==> src/rtl/fifo_sched_pkg.sv <==
// Shared definitions for the frame burst scheduler: FSM state encoding,
// counter widths and the line-burst length derivation.
package fifo_sched_pkg;

    // Width of the line index and of the input frame counter.
    localparam int LINE_CNT_W  = 11;
    localparam int FRAME_CNT_W = 11;

    typedef enum logic [2:0] {
        ST_IDLE      = 3'd0,
        ST_ARMING    = 3'd1,
        ST_WAIT_SOF  = 3'd2,
        ST_WAIT_DATA = 3'd3,
        ST_REQ       = 3'd4,
        ST_RUN       = 3'd5
    } sched_state_t;

    // Four pixels are packed per AXIS beat, so a line burst is width/4 beats.
    function automatic int line_words(input int pixels_h);
        return pixels_h / 4;
    endfunction

endpackage

==> src/rtl/frame_burst_scheduler.sv <==
// Frame burst scheduler: waits FRAME_DELAY input frames, then issues one
// burst request per output line once the backward FIFO holds enough data.
// Input frame starts arriving mid-frame are flagged and resynchronise the
// line sequence once the burst in flight has finished.
//
// Handshake: burst_req is a valid that stays high, with burst_sof stable,
// until the datapath answers burst_ack (ready); the transfer happens in the
// cycle where both are high, and burst_req drops on the following edge.
module frame_burst_scheduler
    import fifo_sched_pkg::*;
#(
    parameter int FAW               = 8,
    parameter int PIXELS_HORIZONTAL = 1280,
    parameter int PIXELS_VERTICAL   = 1024,
    parameter int FRAME_DELAY       = 2,
    parameter int FILL_THRESH       = 64
) (
    input  logic                  ACLK,
    input  logic                  ARESET,
    input  logic                  enable,
    input  logic                  sof_in,
    input  logic [FAW:0]          fifo_cnt,
    input  logic                  burst_ack,
    input  logic                  line_done,
    output logic                  burst_req,
    output logic                  burst_sof,
    output logic [LINE_CNT_W-1:0] line_idx,
    output logic                  busy,
    output logic                  frame_err
);

    localparam int LINE_WORDS = line_words(PIXELS_HORIZONTAL);

    // A geometry the datapath cannot serve keeps the scheduler from arming.
    localparam bit CFG_OK = (LINE_WORDS > 0) && (FRAME_DELAY >= 0) &&
                            (FRAME_DELAY <= 1024) && (PIXELS_VERTICAL > 0) &&
                            (PIXELS_VERTICAL <= 2048);

    localparam logic [FRAME_CNT_W-1:0] DELAY_V   = FRAME_CNT_W'(FRAME_DELAY);
    localparam logic [LINE_CNT_W-1:0]  LAST_LINE = LINE_CNT_W'(PIXELS_VERTICAL - 1);
    localparam logic [FRAME_CNT_W-1:0] FRAME_ONE = FRAME_CNT_W'(1);
    localparam logic [LINE_CNT_W-1:0]  LINE_ONE  = LINE_CNT_W'(1);

    logic [1:0]             rst_pipe;
    logic                   active;
    sched_state_t           state;
    logic [FRAME_CNT_W-1:0] frame_cnt;
    logic                   sof_pending;
    logic                   resync_pending;
    logic                   enable_q;
    logic                   run_enable;
    logic                   fill_ok;
    logic                   delay_reached;
    logic                   last_line;

    assign active        = ~rst_pipe[1];
    assign run_enable    = enable & CFG_OK;
    assign fill_ok       = (32'(fifo_cnt) >= 32'(FILL_THRESH));
    assign delay_reached = ((frame_cnt + FRAME_ONE) >= DELAY_V);
    assign last_line     = (line_idx == LAST_LINE);

    // Reset release is delayed by two ACLK edges before the FSM may move.
    always_ff @(posedge ACLK or posedge ARESET) begin
        if (ARESET) begin
            rst_pipe <= 2'b11;
        end else begin
            rst_pipe <= {rst_pipe[0], 1'b0};
        end
    end

    // Scheduler FSM with its counters and registered outputs.
    always_ff @(posedge ACLK or posedge ARESET) begin
        if (ARESET) begin
            state          <= ST_IDLE;
            burst_req      <= 1'b0;
            burst_sof      <= 1'b0;
            line_idx       <= '0;
            busy           <= 1'b0;
            frame_err      <= 1'b0;
            frame_cnt      <= '0;
            sof_pending    <= 1'b0;
            resync_pending <= 1'b0;
            enable_q       <= 1'b0;
        end else if (active) begin
            enable_q <= enable;
            if (enable && !enable_q) begin
                frame_err <= 1'b0;
            end
            case (state)
                ST_IDLE: begin
                    resync_pending <= 1'b0;
                    if (run_enable) begin
                        frame_cnt <= '0;
                        if (DELAY_V == '0) begin
                            state <= ST_WAIT_SOF;
                            busy  <= 1'b1;
                        end else begin
                            state <= ST_ARMING;
                        end
                    end
                end
                ST_ARMING: begin
                    if (!run_enable) begin
                        state <= ST_IDLE;
                        busy  <= 1'b0;
                    end else if (sof_in) begin
                        if (frame_cnt != '1) begin
                            frame_cnt <= frame_cnt + FRAME_ONE;
                        end
                        if (delay_reached) begin
                            state <= ST_WAIT_SOF;
                            busy  <= 1'b1;
                        end
                    end else if (DELAY_V == '0) begin
                        state <= ST_WAIT_SOF;
                        busy  <= 1'b1;
                    end
                end
                ST_WAIT_SOF: begin
                    if (!run_enable) begin
                        state <= ST_IDLE;
                        busy  <= 1'b0;
                    end else if (sof_in) begin
                        state       <= ST_WAIT_DATA;
                        line_idx    <= '0;
                        sof_pending <= 1'b1;
                    end
                end
                ST_WAIT_DATA: begin
                    if (!run_enable) begin
                        state <= ST_IDLE;
                        busy  <= 1'b0;
                    end else if (sof_in) begin
                        // No burst in flight: restart the frame right away.
                        frame_err   <= 1'b1;
                        line_idx    <= '0;
                        sof_pending <= 1'b1;
                    end else if (fill_ok) begin
                        state     <= ST_REQ;
                        burst_req <= 1'b1;
                        burst_sof <= sof_pending;
                    end
                end
                ST_REQ: begin
                    if (sof_in) begin
                        frame_err      <= 1'b1;
                        resync_pending <= 1'b1;
                    end
                    if (burst_ack) begin
                        state       <= ST_RUN;
                        burst_req   <= 1'b0;
                        burst_sof   <= 1'b0;
                        sof_pending <= 1'b0;
                    end
                end
                ST_RUN: begin
                    if (line_done) begin
                        if (resync_pending || sof_in) begin
                            // A frame start together with the final line is legal.
                            if (sof_in && !last_line) begin
                                frame_err <= 1'b1;
                            end
                            state          <= ST_WAIT_DATA;
                            line_idx       <= '0;
                            sof_pending    <= 1'b1;
                            resync_pending <= 1'b0;
                        end else if (last_line) begin
                            state <= ST_WAIT_SOF;
                        end else begin
                            state    <= ST_WAIT_DATA;
                            line_idx <= line_idx + LINE_ONE;
                        end
                    end else if (sof_in) begin
                        frame_err      <= 1'b1;
                        resync_pending <= 1'b1;
                    end
                end
                default: begin
                    state     <= ST_IDLE;
                    burst_req <= 1'b0;
                    burst_sof <= 1'b0;
                    busy      <= 1'b0;
                end
            endcase
        end
    end

endmodule

==> config.mk <==
export PLATFORM = sky130hd
export DESIGN_NAME = frame_burst_scheduler
export DESIGN_NICKNAME = d
export VERILOG_FILES = /design/src/rtl/fifo_sched_pkg.sv /design/src/rtl/frame_burst_scheduler.sv
export SDC_FILE = /design/constraint.sdc
export NUM_CORES = 1
export LEC_CHECK = 0
export BUFFER_PORTS_ARGS = -buffer_cell sky130_fd_sc_hd__buf_2
export CAP_MARGIN = 30
export CORE_MARGIN = 2
export CORE_UTILIZATION = 30
export DETAILED_ROUTE_END_ITERATION = 10
export GPL_TIMING_DRIVEN = 0
export HOLD_SLACK_MARGIN = 0.08
export SKIP_LAST_GASP = 1
export SYNTH_ARGS = -nofsm -noshare
export SYNTH_HDL_FRONTEND = slang
export SYNTH_SLANG_ARGS = --single-unit
==> constraint.sdc <==
create_clock -name ACLK -period 5.65 [get_ports ACLK]
set_input_delay 1.13 -clock ACLK [delete_from_list [all_inputs] [get_ports ACLK]]
set_output_delay 1.13 -clock ACLK [all_outputs]
set_load 0.02 [all_outputs]
# After elaboration in Yosys (flattened, before gate mapping)
# Index checks and enable logic that the tools add are counted.
[totals]
reg_bits = 34
word_cells = 120
[op_classes]
addsub = 2
order_cmp = 2
eq_ne = 27
n_mux = 55
bitwise_logic = 3
reduce_logical = 20
[ops]
columns = ["operator", "count"]
rows = [
  ["2-to-1 mux 11 bit", 9],
  ["one-hot mux 11 bit (2 select lines)", 2],
  ["2-to-1 mux 3 bit", 11],
  ["2-to-1 mux 1 bit", 26],
  ["adder 11 x 1 -> 11 bit, second input constant", 2],
  ["inequality test 2 bit, second input constant", 11],
  ["inequality test 3 bit, second input constant", 7],
  ["one-hot mux 1 bit (3 select lines)", 6],
  ["one-hot mux 3 bit (6 select lines)", 1],
  ["AND reduction 6 bit", 3],
  ["equality test 11 x 10 -> 1 bit, second input constant", 1],
  ["greater-or-equal comparator 11 x 2 -> 1 bit, second input constant", 1],
  ["inequality test 11 bit, second input constant", 1],
  ["greater-or-equal comparator 9 x 7 -> 1 bit, second input constant", 1],
  ["AND reduction 9 bit", 1],
  ["AND reduction 7 bit", 1],
  ["equality test 3 x 2 -> 1 bit, second input constant", 2],
  ["equality test 3 bit, second input constant", 2],
  ["nonzero test 3 bit", 2],
  ["AND reduction 5 bit", 1],
  ["inequality test 2 x 1 -> 1 bit, second input constant", 2],
  ["nonzero test 2 bit", 2],
  ["OR reduction 4 bit", 1],
  ["equality test 3 x 1 -> 1 bit, second input constant", 1],
  ["8 further kinds", 12],
]

# Longest topological paths before layout
[depth]
ltp_word = 7
ltp_mapped = 7

# Least setup slack after synthesis
# OpenSTA, ideal clock, no wires.
[synth_timing]
path_kind = "input-to-reg"
from = "in enable"
to = "reg state[0]"
setup_time_ns = 0.124
t_arrival_ns = 2.481
required_time_ns = 5.526
path_slack_ns = 3.045
path_stages = 6
n_path_buf = 1
cell_sequence = "buf_2 nor4bb_1 a221o_1 a211o_1 a31o_1 a211o_1"
[synth_via]
elab_chain_len = 2
word_cells_on_any_way = 11
[synth_lines]
columns = ["element", "line", "rtl"]
rows = [
  ["from (decl)", "frame_burst_scheduler.sv:20", "input logic enable,"],
  ["inequality test 3 bit (no line) (tied with other cells)", "-", ""],
  ["AND reduction 9 bit (no line) / one-hot mux 3 bit (6 select lines) (equally long branches)", "-", ""],
  ["to (signal assigned)", "frame_burst_scheduler.sv:74", "state <= ST_IDLE;"],
  ["to (signal assigned)", "frame_burst_scheduler.sv:95", "state <= ST_WAIT_SOF;"],
  ["to (signal assigned)", "frame_burst_scheduler.sv:98", "state <= ST_ARMING;"],
  ["to (decl)", "frame_burst_scheduler.sv:46", "sched_state_t state;"],
]
# Several ways; a longest one is shown, not always the timed one.
# A chain may end at the register's enable or synchronous reset.

# Final worst setup path
[layout_timing]
from = "in sof_in"
to = "reg frame_cnt[9]"
[layout_via]
elab_chain_len = 2
[layout_lines]
columns = ["element", "line", "rtl"]
rows = [
  ["from (decl)", "frame_burst_scheduler.sv:21", "input logic sof_in,"],
  ["inequality test 2 bit (no line)", "-", ""],
  ["AND reduction 6 bit (no line)", "-", ""],
  ["to (signal assigned)", "frame_burst_scheduler.sv:108", "frame_cnt <= frame_cnt + FRAME_ONE;"],
  ["to (decl)", "frame_burst_scheduler.sv:47", "logic [FRAME_CNT_W-1:0] frame_cnt;"],
]
# Every way passes these cells.

==> impl_metrics.env <==
export IMPL_antenna_found_initial=0
export IMPL_final_common_cell="dfrtp_1"
export IMPL_cts_tree="built"
export IMPL_synth_seq_cells=34
export IMPL_grt_pass1_wl_mm=9.63
export IMPL_grt_pass1_vias=1918
export IMPL_yosys_warnings=0
export IMPL_slowest_stage="a2111oi_4"
export IMPL_synth_top_area_cell="dfrtp_1"
export IMPL_power_density_nw_per_um2=334
export IMPL_path_max_fanout=10
export IMPL_top_level_ports=30
export IMPL_combPwrFrac=0.432
export IMPL_syn_to_final_growth_pct=13.9
export IMPL_holdWs_ns=0.356
export IMPL_final_antenna_net_count=0
export IMPL_tns_ns=0
export IMPL_fin_crit_sh=0.443
export IMPL_io_buffers=22
export IMPL_yosys_cell_types_count=70
export IMPL_layout_nets=301
export IMPL_dpl_hpwl_mm=4.16
export IMPL_slew_headroom=0.502
export IMPL_worstSetupPathType="primary input to flop"
export IMPL_htree_levels=2
export IMPL_via_count=2105
export IMPL_period_minus_slack_ns=2.50
export IMPL_grt_max_degree=35
export IMPL_wl_per_cell_um=14.7
export IMPL_cts_root_buffer="clkbuf_8"
export IMPL_hold_viol=0
export IMPL_grt_setup_unrepaired="no"
export IMPL_hp_class="flop to flop"
export IMPL_cts_made_buffers=5
export IMPL_syn_inst=254
export IMPL_ys_flop_type="dfrtp_1"
export IMPL_startpoint_type="primary input"
export IMPL_postCtsHoldBufs=0
export IMPL_num_rows=32
export IMPL_critPathLaunch="sof_in"
export IMPL_synth_top_cell_area_share=0.338
export IMPL_firstDrtPassIters=4
export IMPL_max_freq_mhz=400
export IMPL_synth_area_leaders="dfrtp_1 (34%), o21ai_0 (4.2%), nand2_1 (3.2%)"
export IMPL_drt_iter0_markers=282
export IMPL_tightest_slew_ns=0.745
export IMPL_max_vdd_ir_drop_mv=0.159
export IMPL_hp_start="rst_pipe[0]"
export IMPL_track_usage=0.140
export IMPL_gp_congestion=0.845
export IMPL_syn_area_um2=2370
export IMPL_avgSynthCellArea_um2=9.33
export IMPL_clock_path_buffers=2
export IMPL_seq_power_share=0.357
export IMPL_synth_edff_count=0
export IMPL_overflow=0
export IMPL_n_fill_cell=811
export IMPL_routed_wl_mm=5.67
export IMPL_power_switching_uw=364
export IMPL_worstReg2RegStart="frame_cnt[0]"
export IMPL_async_reset_ff_frac=1.00
export IMPL_drc=0
export IMPL_cp_slowest_stage_delay_ns=0.63
export IMPL_die_area_um2=8630
export IMPL_path_cells="buf_2 -> o31ai_2 -> a2111oi_4 -> mux2_1 -> a31o_2"
export IMPL_cts_resized=0
export IMPL_setup_viol=0
export IMPL_clock_sinks=34
export IMPL_cp_end_kind="flop"
export IMPL_cp_arrival_ns=2.68
export IMPL_die_h_um=92.9
export IMPL_p_leak_nw=1.17
export IMPL_layout_drive_gt1_share=0.225
export IMPL_path_clk_slew_ns=0.07
export IMPL_power_frac_clock=0.211
export IMPL_vias_per_cell=5.45
export IMPL_syn_nets=272
export IMPL_initial_utilization=0.308
export IMPL_slew_viol_final=0
export IMPL_status="finished clean"
export IMPL_post_cts_buffers=0
export IMPL_final_cell_mix="dfrtp_1 (32), buf_2 (28), nand2_1 (20), o21ai_0 (20)"
export IMPL_cap_violations=0
export IMPL_p_int_uw=538
export IMPL_clock_latency_ns=0.29
export IMPL_synth_seq_area_share=0.360
export IMPL_skew_ns=0.00537
export IMPL_die_w_um=92.9
export IMPL_design_core_area_um2=7690
export IMPL_antennaDiodeCount=0
export IMPL_switching_share=0.403
export IMPL_cp_required_ns=5.83
sequential cells by signal (all words and copies together) (netlist names):
register	flops
enable_q	1
resync_pending	1
line_idx	11
state	3
frame_err	1
burst_req	1
burst_sof	1
frame_cnt	11
rst_pipe	2
sof_pending	1
busy	1
synthesized netlist by cell type, types with 4 or more instances:
cell      number
o21ai_0       20
a21oi_1       13
nand2_1       20
o31ai_1        5
nand4b_1       4
nor4_1         4
nor2_1        12
nor2b_1        5
nand4_1        5
or3_1          5
nand3_1       13
a31oi_1        5
a211o_1        4
nor3_1         9
buf_2          6
buf_4          4
inv_1          8
dfrtp_1       32
path summary, 6_finish.rpt:
path | slack (ns) | endpoint | depth (start not counted)
worst max-delay path | 3.15 | frame_cnt[9] | 5
worst min-delay path | 0.36 | rst_pipe[1] | 0
worst max register to register | 3.27 | frame_cnt[9] | 6
worst min register to register | 0.36 | rst_pipe[1] | 0
max in group asynchronous | 4.21 | frame_err | 2
min in group asynchronous | 0.96 | sof_pending | 2
logic make-up after synthesis:
kind of cell	synth area share
and+or+nand+nor	0.277
AOI/OAI and AO/OA	0.260
DFF	0.360
buffers and inverters	0.0602
adders and majority gates	0.0158
xor gates and xnor gates	0.0111
muxes	0.0143
other	0.00158
power groups by stage:
stage	clock (mW)	sequential, mW	combinational (mW)
global placement	0	0.326	0.385
global route	0.208	0.329	0.436
detailed placement	0	0.326	0.388
CTS	0.197	0.322	0.390
floorplan	0	0.330	0.292
finish	0.191	0.322	0.390
metal layers:
layer  vias to the layer above  track usage  part of all wire
met5                         -            0                 0
met4                         0       0.0490             0.015
met3                         5       0.0244             0.037
met2                        39        0.211              0.46
met1                      1025        0.201              0.49
li1                       1036            -                 -
critical path, delay by kind of cell:
| family | cells | cell delay, ns |
|---|---|---|
| compound gates | 3 | 0.97 |
| mux | 1 | 0.37 |
| buf+inv | 1 | 0.20 |
cell type report:
cell class | count | area (um^2) | share of cell area
Sequential cell | 34 | 853 | 0.316
Clock inverter | 1 | 5.00 | 0.00185
Clock buffer | 7 | 86.3 | 0.0320
Timing Repair Buffer | 22 | 110 | 0.0408
Inverter | 9 | 35.0 | 0.0130
Multi-Input combinational cell | 195 | 1370 | 0.509
Buffer | 16 | 108 | 0.0399
Tap cell | 102 | 128 | 0.0473
per-stage QoR:
stage / worst slack [ns] / power, mW / util / instance area [um^2] / std cells
6_report: 3.15 / 0.903 / 0.351 / 2700 / 386
5_1_grt: 3.05 / 0.973 / 0.351 / 2700 / 386
4_1_cts: 3.14 / 0.909 / 0.351 / 2700 / 386
3_5_place_dp: 2.83 / 0.715 / 0.339 / 2610 / 378
3_3_place_gp: 2.83 / 0.711 / 0.339 / 2610 / 378
2_1_floorplan: 3.04 / 0.622 / - / 2370 / 254
Power figures use the tool's default switching activity.
